==> config.mk <==
export PLATFORM = sky130hd
export DESIGN_NAME = imem_boot_loader_flat
export DESIGN_NICKNAME = d
export VERILOG_FILES = /design/src/rtl/imem_boot_loader_if.sv /design/src/rtl/imem_boot_loader.sv /design/src/flat_wrapper.sv
export SDC_FILE = /design/constraint.sdc
export NUM_CORES = 1
export LEC_CHECK = 0
export BUFFER_PORTS_ARGS = -buffer_cell sky130_fd_sc_hd__buf_2
export CORE_MARGIN = 1.5
export CORE_UTILIZATION = 40
export CTS_CLUSTER_DIAMETER = 30
export CTS_CLUSTER_SIZE = 12
export DETAILED_ROUTE_END_ITERATION = 7
export PLACE_DENSITY = 0.59
export SLEW_MARGIN = 40
export SYNTH_ARGS = -nofsm -noshare
export SYNTH_HDL_FRONTEND = slang
export SYNTH_SLANG_ARGS = --single-unit
==> constraint.sdc <==
create_clock -name clk -period 3.34 [get_ports clk]
set_clock_uncertainty 0.1 [all_clocks]
set_input_delay 0.668 -clock clk [delete_from_list [all_inputs] [get_ports clk]]
set_output_delay 0.668 -clock clk [all_outputs]
set_load 0.05 [all_outputs]
==> src/rtl/imem_boot_loader_if.sv <==
// Boot-loader bus bundle: byte stream in, instruction-memory write port and
// core-control status out.
//   rx_valid/rx_data/rx_ready  byte stream handshake (transfer = valid & ready)
//   imem_wr_en/addr/data       one-cycle write strobe into instruction memory
//   cpu_reset                  core reset, high until a frame loads cleanly
//   load_done/load_error       sticky completion / failure flags
// master: the stream source / system side.  slave: the loader.
interface imem_boot_loader_if;
    logic        rx_valid;
    logic [7:0]  rx_data;
    logic        rx_ready;
    logic        imem_wr_en;
    logic [31:0] imem_wr_addr;
    logic [31:0] imem_wr_data;
    logic        cpu_reset;
    logic        load_done;
    logic        load_error;

    modport master (
        output rx_valid,
        output rx_data,
        input  rx_ready,
        input  imem_wr_en,
        input  imem_wr_addr,
        input  imem_wr_data,
        input  cpu_reset,
        input  load_done,
        input  load_error
    );

    modport slave (
        input  rx_valid,
        input  rx_data,
        output rx_ready,
        output imem_wr_en,
        output imem_wr_addr,
        output imem_wr_data,
        output cpu_reset,
        output load_done,
        output load_error
    );
endinterface

==> src/rtl/imem_boot_loader.sv <==
// Boot-time program loader for the PikaRISC instruction memory.
// Accepts a framed byte stream
//     MAGIC, LEN_LO, LEN_HI, LEN x {B0,B1,B2,B3}, CSUM
// assembles little-endian 32-bit words, writes them to imem at
// BASE_ADDR + n*ADDR_STEP, and releases the core from reset only after the
// XOR checksum over LEN and payload bytes matches.
// Ports:
//   clk    single clock
//   reset  synchronous, active-high
//   bus    imem_boot_loader_if.slave (stream in, imem write, status out)
// Optional feature: define LOADER_TIMEOUT_EN to abort a frame that stalls
// for TIMEOUT_CYCLES consecutive cycles after MAGIC.
module imem_boot_loader #(
    parameter logic [7:0]  MAGIC          = 8'hA5,
    parameter logic [31:0] BASE_ADDR      = 32'h0,
    parameter logic [31:0] ADDR_STEP      = 32'd1,
    parameter int unsigned MAX_WORDS      = 1024,
    parameter int unsigned TIMEOUT_CYCLES = 65535
) (
    input  logic                clk,
    input  logic                reset,
    imem_boot_loader_if.slave   bus
);

    typedef enum logic [2:0] {
        IDLE  = 3'd0,
        LEN0  = 3'd1,
        LEN1  = 3'd2,
        DATA  = 3'd3,
        CSUM  = 3'd4,
        RUN   = 3'd5,
        ERROR = 3'd6
    } state_t;

    state_t      state_q, state_d;
    logic [15:0] len_q, len_d;
    logic [15:0] cnt_q, cnt_d;
    logic [1:0]  idx_q, idx_d;
    logic [7:0]  csum_q, csum_d;
    logic [23:0] lane_q, lane_d;
    logic [31:0] addr_q, addr_d;

    logic        wr_en_q, wr_en_d;
    logic [31:0] wr_addr_q, wr_addr_d;
    logic [31:0] wr_data_q, wr_data_d;
    logic        rx_ready_q, rx_ready_d;
    logic        cpu_reset_q, cpu_reset_d;
    logic        load_done_q, load_done_d;
    logic        load_error_q, load_error_d;

    logic        fire;
    logic [15:0] len_full;

`ifdef LOADER_TIMEOUT_EN
    localparam int unsigned GAP_W = $clog2(TIMEOUT_CYCLES + 1);
    logic [GAP_W-1:0] gap_q, gap_d;
`endif

    // rx_ready is a register, so the handshake never depends combinationally on rx_valid.
    assign fire     = bus.rx_valid & rx_ready_q;
    assign len_full = {bus.rx_data, len_q[7:0]};

    // State and datapath registers.
    always_ff @(posedge clk) begin
        if (reset) begin
            state_q      <= IDLE;
            len_q        <= 16'h0;
            cnt_q        <= 16'h0;
            idx_q        <= 2'd0;
            csum_q       <= 8'h0;
            lane_q       <= 24'h0;
            addr_q       <= BASE_ADDR;
            wr_en_q      <= 1'b0;
            wr_addr_q    <= BASE_ADDR;
            wr_data_q    <= 32'h0;
            rx_ready_q   <= 1'b1;
            cpu_reset_q  <= 1'b1;
            load_done_q  <= 1'b0;
            load_error_q <= 1'b0;
        end else begin
            state_q      <= state_d;
            len_q        <= len_d;
            cnt_q        <= cnt_d;
            idx_q        <= idx_d;
            csum_q       <= csum_d;
            lane_q       <= lane_d;
            addr_q       <= addr_d;
            wr_en_q      <= wr_en_d;
            wr_addr_q    <= wr_addr_d;
            wr_data_q    <= wr_data_d;
            rx_ready_q   <= rx_ready_d;
            cpu_reset_q  <= cpu_reset_d;
            load_done_q  <= load_done_d;
            load_error_q <= load_error_d;
        end
    end

`ifdef LOADER_TIMEOUT_EN
    // Idle-gap counter register.
    always_ff @(posedge clk) begin
        if (reset) begin
            gap_q <= '0;
        end else begin
            gap_q <= gap_d;
        end
    end
`endif

    // Next-state, datapath and registered-output logic.
    always_comb begin
        state_d   = state_q;
        len_d     = len_q;
        cnt_d     = cnt_q;
        idx_d     = idx_q;
        csum_d    = csum_q;
        lane_d    = lane_q;
        addr_d    = addr_q;
        wr_en_d   = 1'b0;
        wr_addr_d = wr_addr_q;
        wr_data_d = wr_data_q;
`ifdef LOADER_TIMEOUT_EN
        gap_d     = '0;
`endif

        case (state_q)
            IDLE: begin
                // Non-MAGIC bytes are accepted and dropped.
                if (fire && (bus.rx_data == MAGIC)) begin
                    state_d = LEN0;
                    csum_d  = 8'h0;
                    cnt_d   = 16'h0;
                    idx_d   = 2'd0;
                    addr_d  = BASE_ADDR;
                end
            end
            LEN0: begin
                if (fire) begin
                    len_d   = {8'h00, bus.rx_data};
                    csum_d  = csum_q ^ bus.rx_data;
                    state_d = LEN1;
                end
            end
            LEN1: begin
                if (fire) begin
                    len_d  = len_full;
                    csum_d = csum_q ^ bus.rx_data;
                    idx_d  = 2'd0;
                    cnt_d  = 16'h0;
                    if (len_full == 16'h0) begin
                        state_d = CSUM;
                    end else if (32'(len_full) > MAX_WORDS) begin
                        state_d = ERROR;
                    end else begin
                        state_d = DATA;
                    end
                end
            end
            DATA: begin
                if (fire) begin
                    csum_d = csum_q ^ bus.rx_data;
                    idx_d  = idx_q + 2'd1;
                    case (idx_q)
                        2'd0: lane_d[7:0]   = bus.rx_data;
                        2'd1: lane_d[15:8]  = bus.rx_data;
                        2'd2: lane_d[23:16] = bus.rx_data;
                        default: begin
                            // Only a complete word is ever written.
                            wr_en_d   = 1'b1;
                            wr_addr_d = addr_q;
                            wr_data_d = {bus.rx_data, lane_q};
                            addr_d    = addr_q + ADDR_STEP;
                            cnt_d     = cnt_q + 16'd1;
                            if (cnt_q == (len_q - 16'd1)) begin
                                state_d = CSUM;
                            end
                        end
                    endcase
                end
            end
            CSUM: begin
                if (fire) begin
                    state_d = (csum_q == bus.rx_data) ? RUN : ERROR;
                end
            end
            RUN:     state_d = RUN;
            ERROR:   state_d = ERROR;
            default: state_d = ERROR;
        endcase

`ifdef LOADER_TIMEOUT_EN
        // Counts consecutive byte-less cycles once a frame has started.
        if ((state_q == LEN0) || (state_q == LEN1) ||
            (state_q == DATA) || (state_q == CSUM)) begin
            if (fire) begin
                gap_d = '0;
            end else if (gap_q == GAP_W'(TIMEOUT_CYCLES - 1)) begin
                state_d = ERROR;
                gap_d   = '0;
            end else begin
                gap_d = gap_q + GAP_W'(1);
            end
        end
`endif

        // Status outputs follow the next state so they change with the transition edge.
        rx_ready_d   = (state_d != RUN) && (state_d != ERROR);
        cpu_reset_d  = (state_d != RUN);
        load_done_d  = (state_d == RUN);
        load_error_d = (state_d == ERROR);
    end

    assign bus.rx_ready     = rx_ready_q;
    assign bus.imem_wr_en   = wr_en_q;
    assign bus.imem_wr_addr = wr_addr_q;
    assign bus.imem_wr_data = wr_data_q;
    assign bus.cpu_reset    = cpu_reset_q;
    assign bus.load_done    = load_done_q;
    assign bus.load_error   = load_error_q;

endmodule

==> src/flat_wrapper.sv <==
// flat-port wrapper written by rule: the top's interface ports become plain ports
module imem_boot_loader_flat 
#(
    parameter logic [7:0]  MAGIC          = 8'hA5,
    parameter logic [31:0] BASE_ADDR      = 32'h0,
    parameter logic [31:0] ADDR_STEP      = 32'd1,
    parameter int unsigned MAX_WORDS      = 1024,
    parameter int unsigned TIMEOUT_CYCLES = 65535
)
  (clk, reset, bus_rx_valid, bus_rx_data, bus_rx_ready, bus_imem_wr_en, bus_imem_wr_addr, bus_imem_wr_data, bus_cpu_reset, bus_load_done, bus_load_error);
  imem_boot_loader_if bus_i ();
  input  logic clk;
  input  logic reset;
  input wire logic [$bits(bus_i.rx_valid)-1:0] bus_rx_valid;
  input wire logic [$bits(bus_i.rx_data)-1:0] bus_rx_data;
  output wire logic [$bits(bus_i.rx_ready)-1:0] bus_rx_ready;
  output wire logic [$bits(bus_i.imem_wr_en)-1:0] bus_imem_wr_en;
  output wire logic [$bits(bus_i.imem_wr_addr)-1:0] bus_imem_wr_addr;
  output wire logic [$bits(bus_i.imem_wr_data)-1:0] bus_imem_wr_data;
  output wire logic [$bits(bus_i.cpu_reset)-1:0] bus_cpu_reset;
  output wire logic [$bits(bus_i.load_done)-1:0] bus_load_done;
  output wire logic [$bits(bus_i.load_error)-1:0] bus_load_error;
  assign bus_i.rx_valid = bus_rx_valid;
  assign bus_i.rx_data = bus_rx_data;
  assign bus_rx_ready = bus_i.rx_ready;
  assign bus_imem_wr_en = bus_i.imem_wr_en;
  assign bus_imem_wr_addr = bus_i.imem_wr_addr;
  assign bus_imem_wr_data = bus_i.imem_wr_data;
  assign bus_cpu_reset = bus_i.cpu_reset;
  assign bus_load_done = bus_i.load_done;
  assign bus_load_error = bus_i.load_error;
  imem_boot_loader #(.MAGIC(MAGIC), .BASE_ADDR(BASE_ADDR), .ADDR_STEP(ADDR_STEP), .MAX_WORDS(MAX_WORDS), .TIMEOUT_CYCLES(TIMEOUT_CYCLES)) u_core (.clk(clk), .reset(reset), .bus(bus_i));
endmodule
## Word level (Yosys, flattened, before mapping)

Cells that the tools add are included.

- Bits of input ports: 11
- Bits in registers: 170
- Word-level logic and storage cells: 101

- $add $sub $neg: 4
- Mux-type cells: 31
- Bitwise gates (word level): 6
- Reduce and logical (&&, ||, !) cells: 22
- Magnitude comparators: 1
- Equality and inequality tests: 20

Operators with widths:

| operator | number |
|---|---|
| 16-bit 2-to-1 mux | 6 |
| 32-bit 2-to-1 mux | 3 |
| 32-bit case mux with 2 select lines | 1 |
| 16-bit case mux with 3 select lines | 1 |
| 32-bit by 1-bit adder with 32-bit output, second input constant | 1 |
| 16-bit case mux with 2 select lines | 1 |
| 3-bit 2-to-1 mux | 9 |
| 3-bit AND reduction | 7 |
| 3-bit case mux with 6 select lines | 1 |
| 16-bit by 1-bit adder with 16-bit output, second input constant | 1 |
| 16-bit equality test | 1 |
| 16-bit by 11-bit greater-than comparator with 1-bit output, second input constant | 1 |
| 16-bit logical NOT | 1 |
| 8-bit 2-to-1 mux | 2 |
| 8-bit case mux with 2 select lines | 1 |
| 16-bit by 1-bit subtractor with 16-bit output, second input constant | 1 |
| 3-bit equality test, second input constant | 4 |
| 2-bit by 1-bit inequality test with 1-bit output, second input constant | 5 |
| 3-bit OR reduction | 3 |
| 8-bit equality test | 1 |
| 8-bit equality test, second input constant | 1 |
| 2-bit 2-to-1 mux | 4 |
| 4-bit AND reduction | 2 |
| 8-bit XOR | 1 |
| 17 further kinds | 25 |

## Depth between registers and ports, before layout

Gate-level depths: netlist (run 1).

- Depth after elaboration: 8
- Mapped depth: 9

## Worst setup path after synthesis (run 1)

No wires, ideal clock.

- Path kind: input port to flip-flop
- Start: input port bus_rx_data[3]
- End: register u_core.wr_addr_q[10] (netlist: u_core.bus.imem_wr_addr[10])
- Stages on the path: 9
- Required time: 3108 ps
- Arrival time: 2581 ps
- Setup time: 132 ps
- Slack: 527 ps
- Path buffers: 3
- Cells stage by stage: buf_2 -> or3_4 -> o41a_1 -> and2b_1 -> nand2_1 -> buf_2 -> clkbuf_1 -> nand2_1 -> a21oi_1

RTL lines:

| element | RTL line | source |
|---|---|---|
| start: declaration | flat_wrapper.sv:15 | `input wire logic [$bits(bus_i.rx_data)-1:0] bus_rx_data;` |
| end signal: assignment | imem_boot_loader.sv:89 | `wr_addr_q <= wr_addr_d;` |
| end: declaration | imem_boot_loader.sv:44 | `logic [31:0] wr_addr_q, wr_addr_d;` |

## Worst setup path in the final report (run 1)

- Start: register u_core.len_q[0]
- End: register u_core.rx_ready_q (netlist: u_core.bus.rx_ready)

- Word-level cells in the longest chain between the ends: 8
- Elaborated cells on any way between the ends: 14
- Those cells by class: 1 x add/sub; 1 x order compare; 3 x eq/ne; 7 x mux; 2 x reduce/logical

RTL lines:

| element | RTL line | source |
|---|---|---|
| start: declaration | imem_boot_loader.sv:36 | `logic [15:0] len_q, len_d;` |
| start signal: assignment | imem_boot_loader.sv:82 | `len_q <= len_d;` |
| 16-bit by 1-bit subtractor with 16-bit output | imem_boot_loader.sv:173 | `if (cnt_q == (len_q - 16'd1)) begin` |
| 16-bit equality test | imem_boot_loader.sv:173 |  |
| 3-bit 2-to-1 mux | imem_boot_loader.sv:173 |  |
| 3-bit 2-to-1 mux | imem_boot_loader.sv:162 | `case (idx_q)` |
| 3-bit 2-to-1 mux | imem_boot_loader.sv:159 | `if (fire) begin` |
| 3-bit case mux with 6 select lines (*) | imem_boot_loader.sv:125 | `case (state_q)` |
| 3-bit inequality test | imem_boot_loader.sv:206 | `rx_ready_d = (state_d != RUN) && (state_d != ERROR);` |
| 1-bit logical AND (*) | imem_boot_loader.sv:206 |  |
| end signal: assignment | imem_boot_loader.sv:91 | `rx_ready_q <= rx_ready_d;` |
| end: declaration | imem_boot_loader.sv:46 | `logic rx_ready_q, rx_ready_d;` |

Mark *: on every way between the ends. The rest lies on a longest branch, timed or not.
A chain may end at the register's enable or synchronous reset.

==> results of run 1 <==
-- cell families (layout without fill, tap and decap cells) --
| group | after synthesis | after routing | synth area share |
|---|---|---|---|
| compound gates | 191 | 191 | 0.146 |
| xor+xnor | 57 | 57 | 0.0685 |
| fa+ha+maj | 7 | 7 | 0.0120 |
| buf+inv | 64 | 147 | 0.0347 |
| flops | 170 | 170 | 0.467 |
| mux | 4 | 4 | 0.00567 |
| simple gates | 417 | 417 | 0.266 |
-- power by group through the flow --
stage          Clock (mW)  Sequential (mW)  Combinational (mW)
6_report             1.92             2.03              0.0950
3_5_place_dp            0             2.07              0.0952
4_1_cts              1.97             2.03              0.0958
2_1_floorplan           0             2.07              0.0570
3_3_place_gp            0             2.07              0.0962
5_1_grt              2.05             2.03               0.103
-- cell type report --
class	instances	share of cell area
repair buffers	103	0.0706
well taps	229	0.0335
clock inverters	13	0.0155
flip-flops and latches	170	0.398
clock buffers	19	0.0507
multi-input cells	676	0.426
inverters	12	0.00527
-- stage by stage --
stage | instances | setup slack [ns] | area (um^2) | hold WS, ns
floorplan | 910 | 0.527 | 7290 | 0.332
global placement | 1190 | 0.434 | 7980 | 0.339
detailed placement | 1190 | 0.373 | 7980 | 0.344
CTS | 1222 | 0.495 | 8540 | 0.352
global route | 1222 | 0.185 | 8540 | 0.369
finish | 1222 | 0.462 | 8540 | 0.348
-- per-layer routing --
| layer | global-route usage | vias to the layer above |
|---|---|---|
| li1 | - | 3254 |
| met1 | 0.283 | 2936 |
| met2 | 0.283 | 105 |
| met3 | 0.0435 | 22 |
| met4 | 0.0683 | 0 |
| met5 | 0 | - |
-- cells in the final DEF (no fill, tap or decap), types with 2 or more instances in the layout --
cell,instances
nand2_1,195
dfxtp_1,170
a21oi_1,130
buf_2,78
nor2_1,72
nand3_1,45
xor2_1,29
xnor2_1,28
o21ai_0,27
buf_4,23
or3_1,18
nand4_1,17
clkbuf_16,17
nor3_1,16
inv_1,12
nand3b_1,11
a22oi_1,9
and3_1,7
ha_1,7
inv_6,7
nor4_1,6
and2_1,6
nor2b_1,5
a31oi_1,5
or2_2,4
mux2i_1,3
and4_1,3
o31ai_1,2
a31o_2,2
o2111ai_1,2
a2111oi_0,2
clkinv_4,2
clkbuf_1,2
buf_12,2
-- critical path: cells and delay by family (launching register included) --
| family | cells | cell delay, ns |
|---|---|---|
| compound gates | 5 | 1.51 |
| simple gates | 2 | 0.52 |
| flops | 1 | 0.35 |
| fa+ha+maj | 1 | 0.23 |
| buf+inv | 1 | 0.07 |
-- final timing paths --
check	start	end	depth (start not counted)
worst max-delay path	u_core.len_q[0]	u_core.bus.rx_ready	9
worst min-delay path	u_core.lane_q[0]	u_core.bus.imem_wr_data[0]	2
worst max register to register	u_core.len_q[0]	u_core.bus.rx_ready	9
worst min register to register	u_core.lane_q[0]	u_core.bus.imem_wr_data[0]	2
-- state kept, by name, summed over array words and instances (netlist names), 2 cells and up --
name,count
u_core.state_q,3
u_core.len_q,16
u_core.lane_q,24
u_core.addr_q,32
u_core.cnt_q,16
u_core.bus.imem_wr_data,32
u_core.csum_q,8
u_core.bus.imem_wr_addr,32
u_core.idx_q,2
-- synthesized netlist by cell type, types with 6 or more instances --
cell type and count:
nor3_1 16, xnor2_1 28, nand4_1 17, xor2_1 29, and2_1 6, nor4_1 6
or3_1 18, and3_1 7, buf_2 10, nor2_1 72, inv_1 12, a21oi_1 130
nand3b_1 11, nand3_1 45, dfxtp_1 170, a22oi_1 9, o21ai_0 27, ha_1 7
clkbuf_1 39, nand2_1 196
==> flow_metrics.py, run 1 <==
metrics = {
    "logic_synthesis": {
        "synth_top_area_cell": "dfxtp_1",
        "synth_area_per_cell_um2": 8.01,
        "yosys.area.top_type_share": 0.467,
        "synth_cell_types": 54,
        "netlist_top_cells_area": "dfxtp_1, nand2_1, a21oi_1",
        "synthesis.nets": 928,
        "synthFlopType": "dfxtp_1",
        "ys_warn_count": 0,
        "synth_edf_count": 0,
        "synth-seq-cells": 170,
        "async_reset_ff_frac": 0,
        "synthCells": 910,
        "synth_area_um2": 7290,
        "ys_seq_area_frac": 0.467,
    },
    "power_and_ir_drop": {
        "power_density_nw_per_um2": 474,
        "fin_total_pwr_mw": 4.05,
        "intPower_mw": 3.10,
        "peakVddDrop_v": 0.000349,
        "pwr-share-clk": 0.476,
        "switching_share": 0.234,
        "p_leak_nw": 3.14,
        "seqPwrFrac": 0.501,
        "pwr-share-comb": 0.023,
        "p_sw_mw": 0.947,
    },
    "worst_setup_path": {
        "cpMaxStageDelayCell": "a2111oi_0",
        "path_cells": "inv_1 -> ha_1 -> nor4b_4 -> nand4_1 -> a2111oi_0 -> o2111a_1 -> o2111ai_1 -> o22ai_1 -> a21bo_2",
        "critical_path_arrival_ns": 3.10,
        "endpoint_kind": "flop",
        "critPathLaunchType": "flop",
        "setup.worst_path.class": "reg2reg",
        "crit_required_ns": 3.57,
        "cpPeakStageDelay_ns": 0.55,
        "crit_path_max_fanout": 7,
        "r2r_slack_ns": 0.46,
    },
    "cts": {
        "cts_sinks": 170,
        "post_cts_buffers": 0,
        "cts_hold_buf": 0,
        "cts_buffers": 17,
        "clock_latency_ns": 0.43,
        "clockRootBuffer": "clkbuf_16",
        "clkTransAtPathRegs_ns": 0.07,
        "clk_path_buf_depth": 2,
        "cts_resized": 0,
        "cts_tree": "built",
        "htree_levels": 4,
    },
    "floorplan": {
        "dieArea_um2": 19000,
        "initial_core_util": 0.407,
        "die_w_um": 138,
        "core.rowCount": 49,
        "floorplan.io_pins": 80,
        "core-area_um2": 17900,
        "die_h_um": 138,
    },
    "route": {
        "drtIter0Drc": 505,
        "top_layer_used": "met4",
        "drc": 0,
        "vias": 6317,
        "wl_um": 18000,
        "wirelength_met1_um": 9060,
        "dr_wl_met2_um": 7870,
        "antenna_left": 0,
        "wl_met3_um": 757,
        "vias_per_cell": 5.17,
        "firstDrtPassIters": 4,
        "wl_per_cell_um": 14.7,
    },
    "sta": {
        "hold_violations": 0,
        "layout_worst_path_cycle_share": 0.862,
        "final.setup.tns_ns": 0,
        "slew_headroom": 0.567,
        "grt_setup_unrepaired": "false",
        "finalSetupViolCount": 0,
        "worst_slew_pin_slew_ns": 0.649,
        "min_period_ns": 2.88,
        "fmax_ghz": 0.348,
        "maxSlewViolCount": 0,
    },
    "min_path": {
        "min_path_type": "reg2reg",
    },
    "placed_design": {
        "dp_hpwl_um": 11900,
        "io_buffers": 79,
        "gp_congestion": 0.861,
    },
    "global_routing": {
        "overflow": 0,
        "grt_pass1_vias": 5651,
        "grt_pass1_wl_um": 29000,
        "antenna_found_initial": 0,
        "grt_max_degree": 62,
        "grtUsageTotal": 0.195,
    },
    "run_status": {
        "status": "finished clean",
    },
    "finish": {
        "layout-drive-gt1-share": 0.150,
        "n_fill_cell": 1821,
        "multi_input_area_um2": 3640,
        "area_growth_pct": 17.2,
        "seqCellArea_um2": 3400,
        "num_antenna_cells": 0,
        "final_nets": 998,
        "fin_util": 0.477,
    },
    "run": {
        "maxCapViolCount": 0,
    },
}
No activity file was read; power rests on OpenSTA's default activity.
==> inputs of run 2 (changes only) <==
- ABC_AREA: not set -> 1
==> flow_metrics.py, run 2 <==
metrics = {
    "sta": {
        "min_period_ns": 2.43,
        "grt_setup_unrepaired": "false",
        "hold_violations": 0,
        "maxSlewViolCount": 0,
        "layout_setup_ws_ns": 0.912,
        "worst_slew_pin_slew_ns": 0.743,
        "layout_worst_path_cycle_share": 0.727,
        "slew_headroom": 0.505,
        "finalSetupViolCount": 0,
        "final.setup.tns_ns": 0,
        "fmax_ghz": 0.412,
    },
    "placed_design": {
        "dp_hpwl_um": 16000,
        "pre_cts_ws_ns": 0.732,
        "gp_congestion": 0.902,
        "io_buffers": 79,
        "place_area_um2": 8780,
    },
    "floorplan": {
        "core-area_um2": 20200,
        "initial_core_util": 0.407,
        "die_h_um": 146,
        "core.rowCount": 52,
        "dieArea_um2": 21400,
        "floorplan.io_pins": 80,
        "die_w_um": 146,
    },
    "cts": {
        "cts_sinks": 170,
        "htree_levels": 4,
        "clkTransAtPathRegs_ns": 0.07,
        "post_cts_buffers": 0,
        "clock_latency_ns": 0.42,
        "clk_path_buf_depth": 2,
        "cts_tree": "built",
        "cts_resized": 0,
        "cts_buffers": 17,
        "clockRootBuffer": "clkbuf_16",
        "cts_hold_buf": 0,
    },
    "worst_setup_path": {
        "critPathBufInv": 1,
        "path_delay_family": "simple AND/OR/NAND/NOR gates",
        "path_cells": "ha_1 -> nand2_1 -> nor2_1 -> inv_1 -> nor2_1 -> nand3_1 -> nor4_1 -> or2_2 -> nand4_1 -> a21oi_1",
        "critPathLaunchType": "flop",
        "crit_top_cell": "nor2_1",
        "setup.worst_path.class": "reg2reg",
        "crit_required_ns": 3.59,
        "cpPeakStageDelay_ns": 0.51,
        "critical_path_arrival_ns": 2.67,
        "crit_path_max_fanout": 7,
        "endpoint_kind": "flop",
        "cpMaxStageDelayCell": "dfxtp_1",
    },
    "logic_synthesis": {
        "synth_cell_types": 40,
        "yosysMostFrequentCell": "nand2_1",
        "synthFlopType": "dfxtp_1",
        "synthesis.nets": 1210,
        "synth-seq-cells": 170,
        "yosys.area.top_type_share": 0.414,
        "synth_commonest_cells": "nand2_1, nor2_1, dfxtp_1",
        "synth_area_per_cell_um2": 6.90,
        "ys_warn_count": 0,
        "ys_seq_area_frac": 0.414,
        "netlist_top_cells_area": "dfxtp_1, nand2_1, nor2_1",
        "synth_area_um2": 8230,
        "synthCells": 1192,
        "synth_edf_count": 0,
        "async_reset_ff_frac": 0,
        "synth_top_area_cell": "dfxtp_1",
    },
    "min_path": {
        "min_path_type": "reg2reg",
    },
    "global_routing": {
        "overflow": 0,
        "grt_pass1_wl_um": 36600,
        "grt_pass1_vias": 7104,
        "grtUsageTotal": 0.210,
        "grt_max_degree": 64,
        "antenna_found_initial": 0,
    },
    "power_and_ir_drop": {
        "seqPwrFrac": 0.435,
        "switching_share": 0.307,
        "pwr-share-clk": 0.399,
        "fin_total_pwr_mw": 4.92,
        "power_density_nw_per_um2": 526,
        "pwr-share-comb": 0.166,
        "p_leak_nw": 3.77,
        "peakVddDrop_v": 0.000306,
        "p_sw_mw": 1.51,
        "intPower_mw": 3.41,
    },
    "finish": {
        "seqCellArea_um2": 3400,
        "multi_input_area_um2": 4180,
        "num_antenna_cells": 0,
        "n_fill_cell": 2128,
        "final_common_cell": "nand2_1",
        "layout-drive-gt1-share": 0.116,
        "final_nets": 1265,
        "fin_util": 0.462,
        "final_cell_mix": "nand2_1, nor2_1, dfxtp_1",
        "fin_area_um2": 9360,
        "area_growth_pct": 13.7,
    },
    "run": {
        "maxCapViolCount": 0,
    },
    "route": {
        "drc": 0,
        "vias_per_cell": 5.10,
        "vias": 7805,
        "wl_um": 22300,
        "firstDrtPassIters": 5,
        "drtIter0Drc": 470,
        "antenna_left": 0,
        "wl_per_cell_um": 14.6,
    },
    "run_status": {
        "status": "finished clean",
    },
}
-- run 2: cell types whose count changed in the layout (fill, tap and decap cells not counted), sizes merged, moves of 9 or more --
cell / previous run / this run
nand3: 45 / 65
or3: 19 / 0
nor3: 16 / 33
inv: 20 / 100
nand4: 18 / 36
nor2: 73 / 192
nand2: 196 / 251
nand3b: 11 / 2
xnor2: 28 / 10
buf: 103 / 89
o21ai: 27 / 99
-- run 2: worst reg2reg max path: stages (launching register included) --
cell and delay, ns:
dfxtp_1 0.51, ha_1 0.26, nand2_1 0.09, nor2_1 0.20
inv_1 0.12, nor2_1 0.23, nand3_1 0.18, nor4_1 0.30
or2_2 0.17, nand4_1 0.06, a21oi_1 0.13
-- run 2: per-layer routing --
metal  track usage  share of wire
met1         0.282           0.47
met2         0.352           0.49
met3        0.0356          0.035
met4        0.0485          0.010
met5             0              0
-- run 2: metrics by stage --
stage / hold slack, ns / instances
floorplan: 0.350 / 1192
global placement: 0.358 / 1498
detailed placement: 0.367 / 1498
CTS: 0.378 / 1530
global route: 0.395 / 1530
finish: 0.377 / 1530
-- run 2: cell type report --
type                            instances  area share
Tap cell                              270      0.0361
Multi-Input combinational cell        869       0.446
Clock buffer                           19      0.0463
Sequential cell                       170       0.364
Inverter                              100      0.0407
Clock inverter                         13      0.0154
Timing Repair Buffer                   89      0.0516
-- run 2: path summary, 6_finish.rpt --
kind,from,endpoint,slack (ns),depth (start not counted)
hold / removal,u_core.bus.imem_wr_data[21],u_core.bus.imem_wr_data[21],0.38,2
setup / recovery,u_core.addr_q[0],u_core.addr_q[30],0.91,10
hold reg to reg,u_core.bus.imem_wr_data[21],u_core.bus.imem_wr_data[21],0.38,2
setup reg to reg,u_core.addr_q[0],u_core.addr_q[30],0.91,10
-- run 2: kinds of logic (layout without fill, tap and decap cells) --
family | Yosys count | after routing | share of synthesized area
buffers and inverters | 153 | 221 | 0.0789
DFF | 170 | 170 | 0.414
AOI/OAI and AO/OA | 228 | 228 | 0.142
and+or+nand+nor | 589 | 589 | 0.307
adders and majority gates | 7 | 7 | 0.0106
xor gates and xnor gates | 45 | 45 | 0.0479
-- run 2: power by group through the flow --
stage	Combinational (mW)	Clock, mW	Sequential [mW]
detailed placement	0.816	0	2.19
CTS	0.821	2.00	2.14
global route	0.921	2.08	2.15
floorplan	0.665	0	2.17
global placement	0.820	0	2.19
finish	0.814	1.96	2.14
==> inputs of run 3 (changes only) <==
- clock period: 3.34 -> 2.3 ns (I/O delays scaled with it)
==> flow_metrics.py, run 3 (synthesis gave the netlist of run 2 again) <==
metrics = {
    "route": {
        "drc": 0,
        "wl_per_cell_um": 14.3,
        "wl_um": 22300,
        "vias": 7835,
        "vias_per_cell": 5.02,
        "firstDrtPassIters": 5,
        "drtIter0Drc": 434,
        "antenna_left": 0,
    },
    "worst_setup_path": {
        "critPathLaunchType": "flop",
        "r2r_slack_ns": 0.22,
        "endpoint_kind": "flop",
        "rr_worst_depth": 14,
        "critical_path_arrival_ns": 2.31,
        "setup.worst_path.class": "reg2reg",
        "crit_required_ns": 2.53,
        "r2r_end": "u_core.bus.rx_ready",
        "reg2reg_from": "u_core.len_q[0]",
        "crit_path_max_fanout": 4,
    },
    "cts": {
        "clock_latency_ns": 0.43,
        "clk_path_buf_depth": 2,
        "clockRootBuffer": "clkbuf_16",
        "cts_tree": "built",
        "cts_sinks": 170,
        "cts_buffers": 17,
        "htree_levels": 4,
        "clkTransAtPathRegs_ns": 0.07,
    },
    "global_routing": {
        "grtUsageTotal": 0.213,
        "grt_max_degree": 82,
        "grt_pass1_vias": 7159,
        "antenna_found_initial": 0,
        "overflow": 0,
        "grt_pass1_wl_um": 36600,
    },
    "floorplan": {
        "die_w_um": 146,
        "initial_core_util": 0.407,
        "dieArea_um2": 21400,
        "floorplan.io_pins": 80,
        "die_h_um": 146,
        "core-area_um2": 20200,
        "core.rowCount": 52,
    },
    "finish": {
        "n_fill_cell": 2072,
        "area_growth_pct": 17.6,
        "layout-drive-gt1-share": 0.145,
        "num_antenna_cells": 0,
        "final_common_cell": "nand2_1",
        "fin_area_um2": 9680,
        "final_nets": 1297,
        "final_cell_mix": "nand2_1, nor2_1, dfxtp_1",
    },
    "run_status": {
        "status": "finished clean",
    },
    "power_and_ir_drop": {
        "power_density_nw_per_um2": 765,
        "p_leak_nw": 3.95,
        "peakVddDrop_v": 0.000471,
    },
    "sta": {
        "fmax_ghz": 0.481,
        "worst_slew_pin_slew_ns": 0.738,
        "finalSetupViolCount": 0,
        "slew_headroom": 0.508,
        "maxSlewViolCount": 0,
        "layout_worst_path_cycle_share": 0.904,
        "hold_violations": 0,
        "min_period_ns": 2.08,
        "hold_ws_ns": 0.264,
    },
    "placed_design": {
        "place_area_um2": 9040,
        "io_buffers": 79,
        "gp_congestion": 0.882,
        "dp_hpwl_um": 16200,
    },
    "min_path": {
        "min_path_type": "in2reg",
        "worstHoldStart": "bus_rx_data[0]",
        "holdPathStages": 3,
        "holdPathEnd": "u_core.len_q[8]",
    },
    "run": {
        "maxCapViolCount": 0,
    },
}
run 3: cell types whose count changed in the layout (fill, tap and decap cells not counted), sizes merged:
cell	previous run	this run
buf	89	121
clkinvlp	1	0
inv	100	103
clkinv	10	7
run 3: worst max path at each step:
stage / cells past startpoint / startpoint / slack, ns / endpoint
6_report: 14 / u_core.len_q[0] / 0.22 / u_core.bus.rx_ready
5_1_grt: 15 / u_core.len_q[0] / -0.009 / u_core.bus.rx_ready
4_1_cts: 15 / u_core.len_q[0] / 0.10 / u_core.bus.rx_ready
3_5_place_dp: 10 / bus_rx_data[4] / 0.09 / u_core.addr_q[5]
3_3_place_gp: 10 / bus_rx_data[4] / 0.1 / u_core.addr_q[5]
2_1_floorplan: 11 / u_core.bus.rx_ready / 0.26 / u_core.cnt_q[0]
run 3: area by class of cell:
class                           instances  area (um^2)  area share
Tap cell                              270          338      0.0349
Inverter                              100          380      0.0393
Multi-Input combinational cell        869         4200       0.434
Clock inverter                         12          153      0.0158
Sequential cell                       170         3400       0.352
Timing Repair Buffer                  121          761      0.0786
Clock buffer                           19          443      0.0458
run 3: power breakdown:
part	switching (mW)	total [mW]	leakage (nW)	internal [mW]
sequential	0.0804	3.10	1.37	3.02
clock	1.27	2.93	0.293	1.66
combinational	0.905	1.38	2.29	0.473
run 3: worst max-delay path, cell delays in order (launching register included):
cell and delay (ns):
dfxtp_2 0.37, inv_1 0.09, ha_2 0.32, xor2_1 0.14, nand2_1 0.08, nor2_2 0.13, nand2_1 0.06, nor2_1 0.09
nand2_1 0.06, nor3_1 0.15, nand3_1 0.11, nand2_2 0.10, nand3_1 0.10, nand2_1 0.08, inv_1 0.04
run 3: repair_timing:
item,in CTS,in global routing
endpoints found under the setup margin,0,6
gates resized for setup,0,9
hold buffers,0,0
hold endpoints to repair,0,0
buffers inserted,0,2
run 3: layer usage:
layer	share of wire	track usage	up-vias
met3	0.039	0.0366	22
met4	0.014	0.0672	0
met2	0.48	0.348	163
li1	-	-	4077
met1	0.47	0.285	3573
met5	0	0	-
run 3: through the flow:
step	setup TNS (ns)	instances	setup WS (ns)	util	total power [mW]
after floorplan	0	1192	0.263	-	4.12
after global placement	0	1528	0.0969	0.447	4.54
after detailed placement	0	1528	0.0859	0.447	4.54
after CTS	0	1559	0.100	0.476	7.46
after global routing	-0.00851	1561	-0.00851	0.478	7.77
final	0	1561	0.220	0.478	7.40
